File: src/rtl/mem_port_arbiter_pkg.sv
// rtl/mem_port_arbiter_pkg.sv - shared encodings for the RAM port arbiter
package mem_port_arbiter_pkg;

  localparam logic [1:0] SZ_BYTE = 2'd0;
  localparam logic [1:0] SZ_HALF = 2'd1;
  localparam logic [1:0] SZ_WORD = 2'd2;

  localparam logic [1:0] ST_IDLE = 2'd0;
  localparam logic [1:0] ST_XFER = 2'd1;
  localparam logic [1:0] ST_DONE = 2'd2;

  localparam logic OWN_IF  = 1'b0;
  localparam logic OWN_MEM = 1'b1;

  // Size code 3 is treated as a word access.
  function automatic logic [2:0] size_bytes(input logic [1:0] size);
    case (size)
      SZ_BYTE: return 3'd1;
      SZ_HALF: return 3'd2;
      default: return 3'd4;
    endcase
  endfunction

endpackage

File: src/rtl/mem_port_arbiter_ld_ext.sv
// rtl/mem_port_arbiter_ld_ext.sv - sign/zero extender for assembled load data
module mem_ld_ext
  import mem_port_arbiter_pkg::*;
(
  input  logic [31:0] data,
  input  logic [1:0]  size,
  input  logic        sext,
  output logic [31:0] ext
);

  always_comb begin
    case (size)
      SZ_BYTE: ext = {{24{sext & data[7]}}, data[7:0]};
      SZ_HALF: ext = {{16{sext & data[15]}}, data[15:0]};
      default: ext = data;
    endcase
  end

endmodule

File: src/rtl/mem_port_arbiter.sv
// rtl/mem_port_arbiter.sv - shares the byte-wide RAM port between IF and MEM
module mem_port_arbiter
  import mem_port_arbiter_pkg::*;
#(
  parameter int ADDR_W = 32
) (
  input  logic              clk,
  input  logic              rst,
  input  logic              if_req_i,
  input  logic [ADDR_W-1:0] if_addr_i,
  input  logic              flush_i,
  output logic [31:0]       if_data_o,
  output logic              if_done_o,
  input  logic              mem_req_i,
  input  logic              mem_we_i,
  input  logic [1:0]        mem_size_i,
  input  logic              mem_sext_i,
  input  logic [ADDR_W-1:0] mem_addr_i,
  input  logic [31:0]       mem_wdata_i,
  output logic [31:0]       mem_rdata_o,
  output logic              mem_done_o,
  output logic              stall_req_o,
  output logic [ADDR_W-1:0] ram_addr_o,
  output logic              ram_wr_o,
  output logic [7:0]        ram_dout_o,
  input  logic [7:0]        ram_din_i
);

  logic [1:0]        state;
  logic [2:0]        cnt;
  logic [2:0]        nbytes;
  logic              owner;
  logic              we;
  logic              sext;
  logic [1:0]        size;
  logic [ADDR_W-1:0] base;
  logic [31:0]       wdata;
  logic [31:0]       asm_data;
  logic [31:0]       if_data_q;
  logic [31:0]       mem_rdata_q;
  logic [31:0]       ld_ext;
  logic              beat_live;
  logic [1:0]        byte_idx;

  mem_ld_ext u_ld_ext (
    .data (asm_data),
    .size (size),
    .sext (sext),
    .ext  (ld_ext)
  );

  // Read data trails its address by one cycle, so cnt=k lands byte k-1.
  assign byte_idx  = cnt[1:0] - 2'd1;
  assign beat_live = (state == ST_XFER) && (cnt < nbytes);

  assign ram_addr_o = beat_live ? base + ADDR_W'(cnt) : '0;
  assign ram_wr_o   = beat_live && we;
  assign ram_dout_o = (beat_live && we) ? wdata[{cnt[1:0], 3'b000} +: 8] : 8'h00;

  assign if_done_o   = (state == ST_DONE) && (owner == OWN_IF);
  assign mem_done_o  = (state == ST_DONE) && (owner == OWN_MEM);
  assign if_data_o   = if_done_o ? asm_data : if_data_q;
  assign mem_rdata_o = (mem_done_o && !we) ? ld_ext : mem_rdata_q;
  assign stall_req_o = (mem_req_i & ~mem_done_o) | (if_req_i & ~if_done_o);

  always_ff @(posedge clk) begin
    if (rst) begin
      state       <= ST_IDLE;
      cnt         <= 3'd0;
      nbytes      <= 3'd0;
      owner       <= OWN_IF;
      we          <= 1'b0;
      sext        <= 1'b0;
      size        <= SZ_BYTE;
      base        <= '0;
      wdata       <= 32'h0;
      asm_data    <= 32'h0;
      if_data_q   <= 32'h0;
      mem_rdata_q <= 32'h0;
    end else begin
      case (state)
        ST_IDLE: begin
          cnt      <= 3'd0;
          asm_data <= 32'h0;
          // The MEM-stage instruction is older, so it wins a tie.
          if (mem_req_i) begin
            state  <= ST_XFER;
            owner  <= OWN_MEM;
            base   <= mem_addr_i;
            nbytes <= size_bytes(mem_size_i);
            size   <= mem_size_i;
            we     <= mem_we_i;
            sext   <= mem_sext_i;
            wdata  <= mem_wdata_i;
          end else if (if_req_i && !flush_i) begin
            state  <= ST_XFER;
            owner  <= OWN_IF;
            base   <= if_addr_i;
            nbytes <= 3'd4;
            size   <= SZ_WORD;
            we     <= 1'b0;
            sext   <= 1'b0;
          end
        end
        ST_XFER: begin
          if (owner == OWN_IF && flush_i) begin
            state <= ST_IDLE;
          end else if (we) begin
            if (cnt == nbytes - 3'd1) state <= ST_DONE;
            else                      cnt   <= cnt + 3'd1;
          end else begin
            if (cnt != 3'd0) asm_data[{byte_idx, 3'b000} +: 8] <= ram_din_i;
            if (cnt == nbytes) state <= ST_DONE;
            else               cnt   <= cnt + 3'd1;
          end
        end
        ST_DONE: begin
          state <= ST_IDLE;
          if (owner == OWN_IF) if_data_q   <= asm_data;
          else if (!we)        mem_rdata_q <= ld_ext;
        end
        default: state <= ST_IDLE;
      endcase
    end
  end

endmodule
File: config.mk
export PLATFORM = sky130hd
export DESIGN_NAME = mem_port_arbiter
export DESIGN_NICKNAME = d
export VERILOG_FILES = /design/src/rtl/mem_port_arbiter_pkg.sv /design/src/rtl/mem_port_arbiter_ld_ext.sv /design/src/rtl/mem_port_arbiter.sv
export SDC_FILE = /design/constraint.sdc
export NUM_CORES = 1
export LEC_CHECK = 0
export CAP_MARGIN = 20
export CORE_MARGIN = 2
export CORE_UTILIZATION = 49
export CTS_CLUSTER_SIZE = 24
export DETAILED_ROUTE_END_ITERATION = 6
export PLACE_DENSITY = 0.81
export SLEW_MARGIN = 10
export SYNTH_ARGS = -nofsm -noshare
export SYNTH_HDL_FRONTEND = slang
export SYNTH_SLANG_ARGS = --single-unit
File: constraint.sdc
create_clock -name clk -period 3.8 [get_ports clk]
set_clock_uncertainty 0.15 [all_clocks]
set_input_delay 0.57 -clock clk [delete_from_list [all_inputs] [get_ports clk]]
set_output_delay 0.57 -clock clk [all_outputs]
set_load 0.005 [all_outputs]
* Yosys cells after proc, flatten, opt, wreduce, memory -nomap -nowiden
Cells that the tools add are included.
W data, S select, Z words.
** Operators by class
- Order comparisons :: 1
- Shift operators :: 3
- Bitwise gates (word level) :: 9
- Muxes and demuxes :: 33
- Multipliers :: 0
- Reduce and logical (&&, ||, !) cells :: 22
- Div/mod/pow operators :: 0
- $add $sub $neg :: 5
- Eq/ne operators :: 14
** Operators by type and width (number)
- $mux W32 :: 8
- $pmux W32 S2 :: 2
- $add A32 B3 Y32 :: 1
- $bwmux W32 :: 1
- $shift A8 B7 Y32 const A :: 1
- $shiftx A32 B6 Y8 :: 1
- $shiftx A8 B7 Y32 :: 1
- $mux W3 :: 6
- $mux W2 :: 8
- $pmux W3 S2 :: 2
- $ne A3 B3 Y1 const B :: 3
- $mux W8 :: 1
- $ne A4 B2 Y1 const B :: 2
- $reduce_and A4 Y1 :: 2
- $logic_and A1 B1 Y1 :: 7
- $neg A5 Y7 :: 1
- $eq A2 B1 Y1 const B :: 3
- $eq A3 B3 Y1 :: 2
- $logic_not A2 Y1 :: 3
- $reduce_and A2 Y1 :: 3
- $reduce_and A3 Y1 :: 2
- $and A1 B1 Y1 :: 4
- $mux W1 :: 4
- $ne A2 B2 Y1 const B :: 2
- other kinds (12) :: 17
** Word-level totals
- Latch bits :: 0
- Input port bits :: 113
- Bits in registers :: 173
- Memories :: 0
- Bits in read-only memories :: 0
- Word-level logic and storage cells :: 99
- RAM bits :: 0

* Depth between registers and ports, before layout
- Depth after elaboration :: 8
- Depth in mapped cells :: 9
- Depth with buffers taken out :: 8

* Cells and area by module
From an unflattened synthesis, not the netlist that was laid out.
** Second synthesis, totals
- Cells, all modules :: 941
- Area total of the unflattened synthesis :: 8454.4 sq um
** Modules (own cells, without submodules)
- mem_port_arbiter :: times used 1, area an instance 8069.0 sq um, cells an instance 875
- mem_ld_ext :: times used 1, area an instance 385.4 sq um, cells an instance 66

* Worst setup path before layout
No wires, ideal clock.
- Path kind :: reg2out
- Start :: register cnt[1]
- End :: output port ram_addr_o[24]
- Buffers on the path :: 1
- Arrival time :: 2.261 ns
- Setup slack :: 0.819 ns
- Stages on the path, launching flop included :: 9
- Path through :: dfxtp_1 clkbuf_1 inv_1 fa_1 nor2b_1 nor2_1 nor4b_1 xnor2_1 nor2_1
** Between the ends
- Word-level cells in the longest chain between the ends :: 3
- Elaborated cells on any way between the ends :: 4
- Those cells by class :: add/sub: 1; order compare: 1; mux: 1; reduce/logical: 1
** Ends and longest elaborated chain
- start: declaration :: RTL line mem_port_arbiter.sv:30 : logic [2:0] cnt;
- start signal: assignment :: RTL line mem_port_arbiter.sv:110 : else cnt <= cnt + 3'd1;
- start signal: assignment :: RTL line mem_port_arbiter.sv:114 : else cnt <= cnt + 3'd1;
- branches (longest 2 deep; another with $add A32 B3 Y32)
- $mux W32 (*) :: RTL line mem_port_arbiter.sv:56 : assign ram_addr_o = beat_live ? base + ADDR_W'(cnt) : '0;
- end: declaration :: RTL line mem_port_arbiter.sv:23 : output logic [ADDR_W-1:0] ram_addr_o,
Mark *: on every way between the ends.

* Worst setup path in the final report
- Start :: register base[12]
- End :: output port ram_addr_o[31]
** Between the ends
- Word-level cells in the longest chain between the ends :: 2
** Ends and longest elaborated chain
- start: declaration :: RTL line mem_port_arbiter.sv:36 : logic [ADDR_W-1:0] base;
- start signal: assignment :: RTL line mem_port_arbiter.sv:89 : base <= mem_addr_i;
- start signal: assignment :: RTL line mem_port_arbiter.sv:98 : base <= if_addr_i;
- $add A32 B3 Y32 :: RTL line mem_port_arbiter.sv:56
- $mux W32 :: RTL line mem_port_arbiter.sv:56
Every way passes these cells.

==> results.json <==
{
  "port-buffer-count": 220,
  "critPathBufInv": 1,
  "overflow": 0,
  "fmax_ghz": 0.277,
  "p_per_area_mw_per_mm2": 382,
  "p_leak_nw": 4.32,
  "fin_tns_setup_ns": 0,
  "cts_tree": "done",
  "vdd_drop_max_mv": 0.332,
  "antenna_found_initial": 0,
  "layout.cells.most_common": "clkdlybuf4s50_1",
  "reg2reg_slack_ns": 1.14,
  "num_antenna_cells": 0,
  "nets": 1265,
  "hold_path_class": "flip-flop to flip-flop",
  "final_area_mm2": 0.0112,
  "required_ns": 3.08,
  "cp_max_fo": 6,
  "cts.reportedPaths.clkPinSlew_ns": 0.08,
  "drc": 0,
  "finalHoldViolCount": 0,
  "synth_nets": 1070,
  "cts_buffer_depth": 2,
  "wirelength_um": 21400,
  "die_x_um": 133,
  "start_kind": "flip-flop",
  "synth_seq_area_share_pct": 42.2,
  "clk_latency_ns": 0.42,
  "drt_iter0_drc": 368,
  "layoutNonFillerInstCount": 1372,
  "maxCapViolations": 0,
  "gp_congestion": 0.812,
  "start_util_pct": 49.9,
  "clock-sinks": 173,
  "vias_per_cell": 5.29,
  "crit_arrival_ns": 2.90,
  "relSlewSlack_pct": 33.1,
  "grt_max_degree": 65,
  "grt_pass1_vias": 7012,
  "synth.avg_cell_area_um2": 8.70,
  "yosys.area.top_type_share_pct": 42.2,
  "antenna_left": 0,
  "fp.dieArea_mm2": 0.0178,
  "whs_ns": 0.306,
  "status": "completed",
  "path_delay_family": "simple AND/OR/NAND/NOR gates",
  "globalRouteTotalUtil_pct": 23.9,
  "synth_area_leaders": "dfxtp_1 (42%), nor2_1 (7.0%), mux2i_1 (6.9%)",
  "synth_edf_count": 0,
  "coreArea_mm2": 0.0165,
  "worst_pin_slew_ns": 1.00,
  "dieHeight_um": 133,
  "grt_pass1_wl_um": 34500,
  "area_growth_pct": 36.1,
  "rsz0062_at_grt": "no",
  "htree_levels": 4,
  "final_cell_mix": "clkdlybuf4s50_1 (218), dfxtp_1 (173), nor2_1 (153), nand2_1 (113), and2_1 (67)",
  "vias": 7253,
  "path_class": "flip-flop to primary output",
  "drt_first_pass_iters": 5,
  "cp_slowest_cell": "or4_1",
  "yosysWarnings": 0,
  "finalSetupViolations": 0,
  "io_pins": 221,
  "numCtsBuffers": 17,
  "dp.cells": 1340,
  "rows": 47,
  "crit_chain": "and4_1 -> nand2_1 -> or4_1 -> or3_1 -> a21oi_1 -> clkdlybuf4s50_1",
  "async_reset_ff_share_pct": 0,
  "hpwl_um": 15200,
  "maxSlewViolCount": 0,
  "postCtsHoldBufs": 0,
  "min_period_over_period_pct": 95.2,
  "clockRootBuffer": "clkbuf_16",
  "netlist_area_mm2": 0.00821,
  "end_kind": "primary output",
  "synth.distinct_cells": 54,
  "yosysTopAreaCell": "dfxtp_1",
  "ys.flop_type": "dfxtp_1",
  "wl_per_cell_um": 15.6,
  "place_area_mm2": 0.0106,
  "drive_gt1_share_pct": 9.72,
  "cpPeakStageDelay_ns": 0.57,
  "syn_inst": 944,
  "period_needed_ns": 3.62,
  "ys_ff_latch": 173
}
## through the flow
step | util, % | total power [mW] | setup slack (ns)
4_1_cts | 67.9 | 4.30 | 0.0740
2_1_floorplan | - | 2.36 | 0.819
5_1_grt | 67.9 | 4.44 | 0.0202
6_report | 67.9 | 4.27 | 0.184
3_3_place_gp | 64.5 | 2.61 | 0.633
3_5_place_dp | 64.5 | 2.63 | 0.587
## routing by layer
layer / vias up / routed length [µm] / global-route usage (%) / share of wire (%)
li1: 3627 / - / - / -
met1: 3419 / 9550 / 30.4 / 45
met2: 194 / 10500 / 41.1 / 49
met3: 13 / 1120 / 4.83 / 5.2
met4: 0 / 223 / 7.33 / 1.0
met5: - / 0 / 0 / 0
## sequential cells by signal, summed over array words and instances, names as in the netlist
name / cells
asm_data: 32
base: 32
cnt: 3
if_data_q: 32
mem_rdata_q: 32
nbytes: 3
owner: 1
sext: 1
size: 2
state: 2
wdata: 32
we: 1
## layout make-up
class / instances / area (µm²)
inverter: 17 / 63.8
timing repair buffer: 235 / 2330
clock inverter: 13 / 124
multi-input combinational: 695 / 4480
sequential: 173 / 3460
clock buffer: 19 / 443
tap: 220 / 275
fill: 1349 / 5280
## cell families (layout without fill, tap and decap cells)
group	Yosys count	after routing	synth area share, %
simple gates	417	417	24.5
flops	173	173	42.2
compound gates	135	135	10.2
mux	106	106	14.8
buf+inv	76	284	3.56
xor+xnor	24	24	2.74
fa+ha+maj	13	13	2.07
## worst register-to-register path, stage by stage (launching register included)
cell	delay (ns)
dfxtp_1	0.33
buf_4	0.27
inv_1	0.19
ha_1	0.23
nand2b_1	0.11
a31oi_2	0.20
nor3_2	0.72
mux2i_1	0.28
nor2_1	0.06
## synthesized netlist by cell type (2+ instances only)
cell type	count
a211oi_1	33
a21oi_1	53
a22oi_1	10
a31oi_1	17
and2_1	67
and3_1	9
and4_1	5
buf_1	4
buf_2	3
clkbuf_1	51
dfxtp_1	173
ha_1	12
inv_1	16
mux2_2	41
mux2i_1	57
mux4_2	8
nand2_1	113
nand2b_1	6
nand3_1	6
nand3b_1	2
nand4_1	9
nor2_1	154
nor2b_1	6
nor3_1	6
nor3_4	2
nor3b_1	7
nor4_1	6
nor4b_1	3
o21a_1	3
o21ai_0	9
o21ai_1	3
or2_2	2
or3_1	6
xnor2_1	19
xor2_1	4
## report_power, final
group	switching [mW]	internal, mW	leakage (nW)
logic	0.301	0.309	2.63
clock network	0.792	0.886	0.278
registers	0.0845	1.89	1.41
total	1.18	3.09	4.32
## timing repair
| item | 4_1_cts | 5_1_grt |
|---|---|---|
| buffers inserted | 0 | 0 |
| setup endpoints to repair | 0 | 5 |
| resized for setup | 0 | 2 |
## final timing paths
| path | end | from | depth (start not counted) |
|---|---|---|---|
| worst max-delay path | ram_addr_o[31] | base[12] | 6 |
| worst max register to register | asm_data[17] | cnt[0] | 8 |
| worst min register to register | wdata[19] | wdata[19] | 2 |
| worst min-delay path | wdata[19] | wdata[19] | 2 |
No activity file was read; power rests on OpenSTA's default activity.
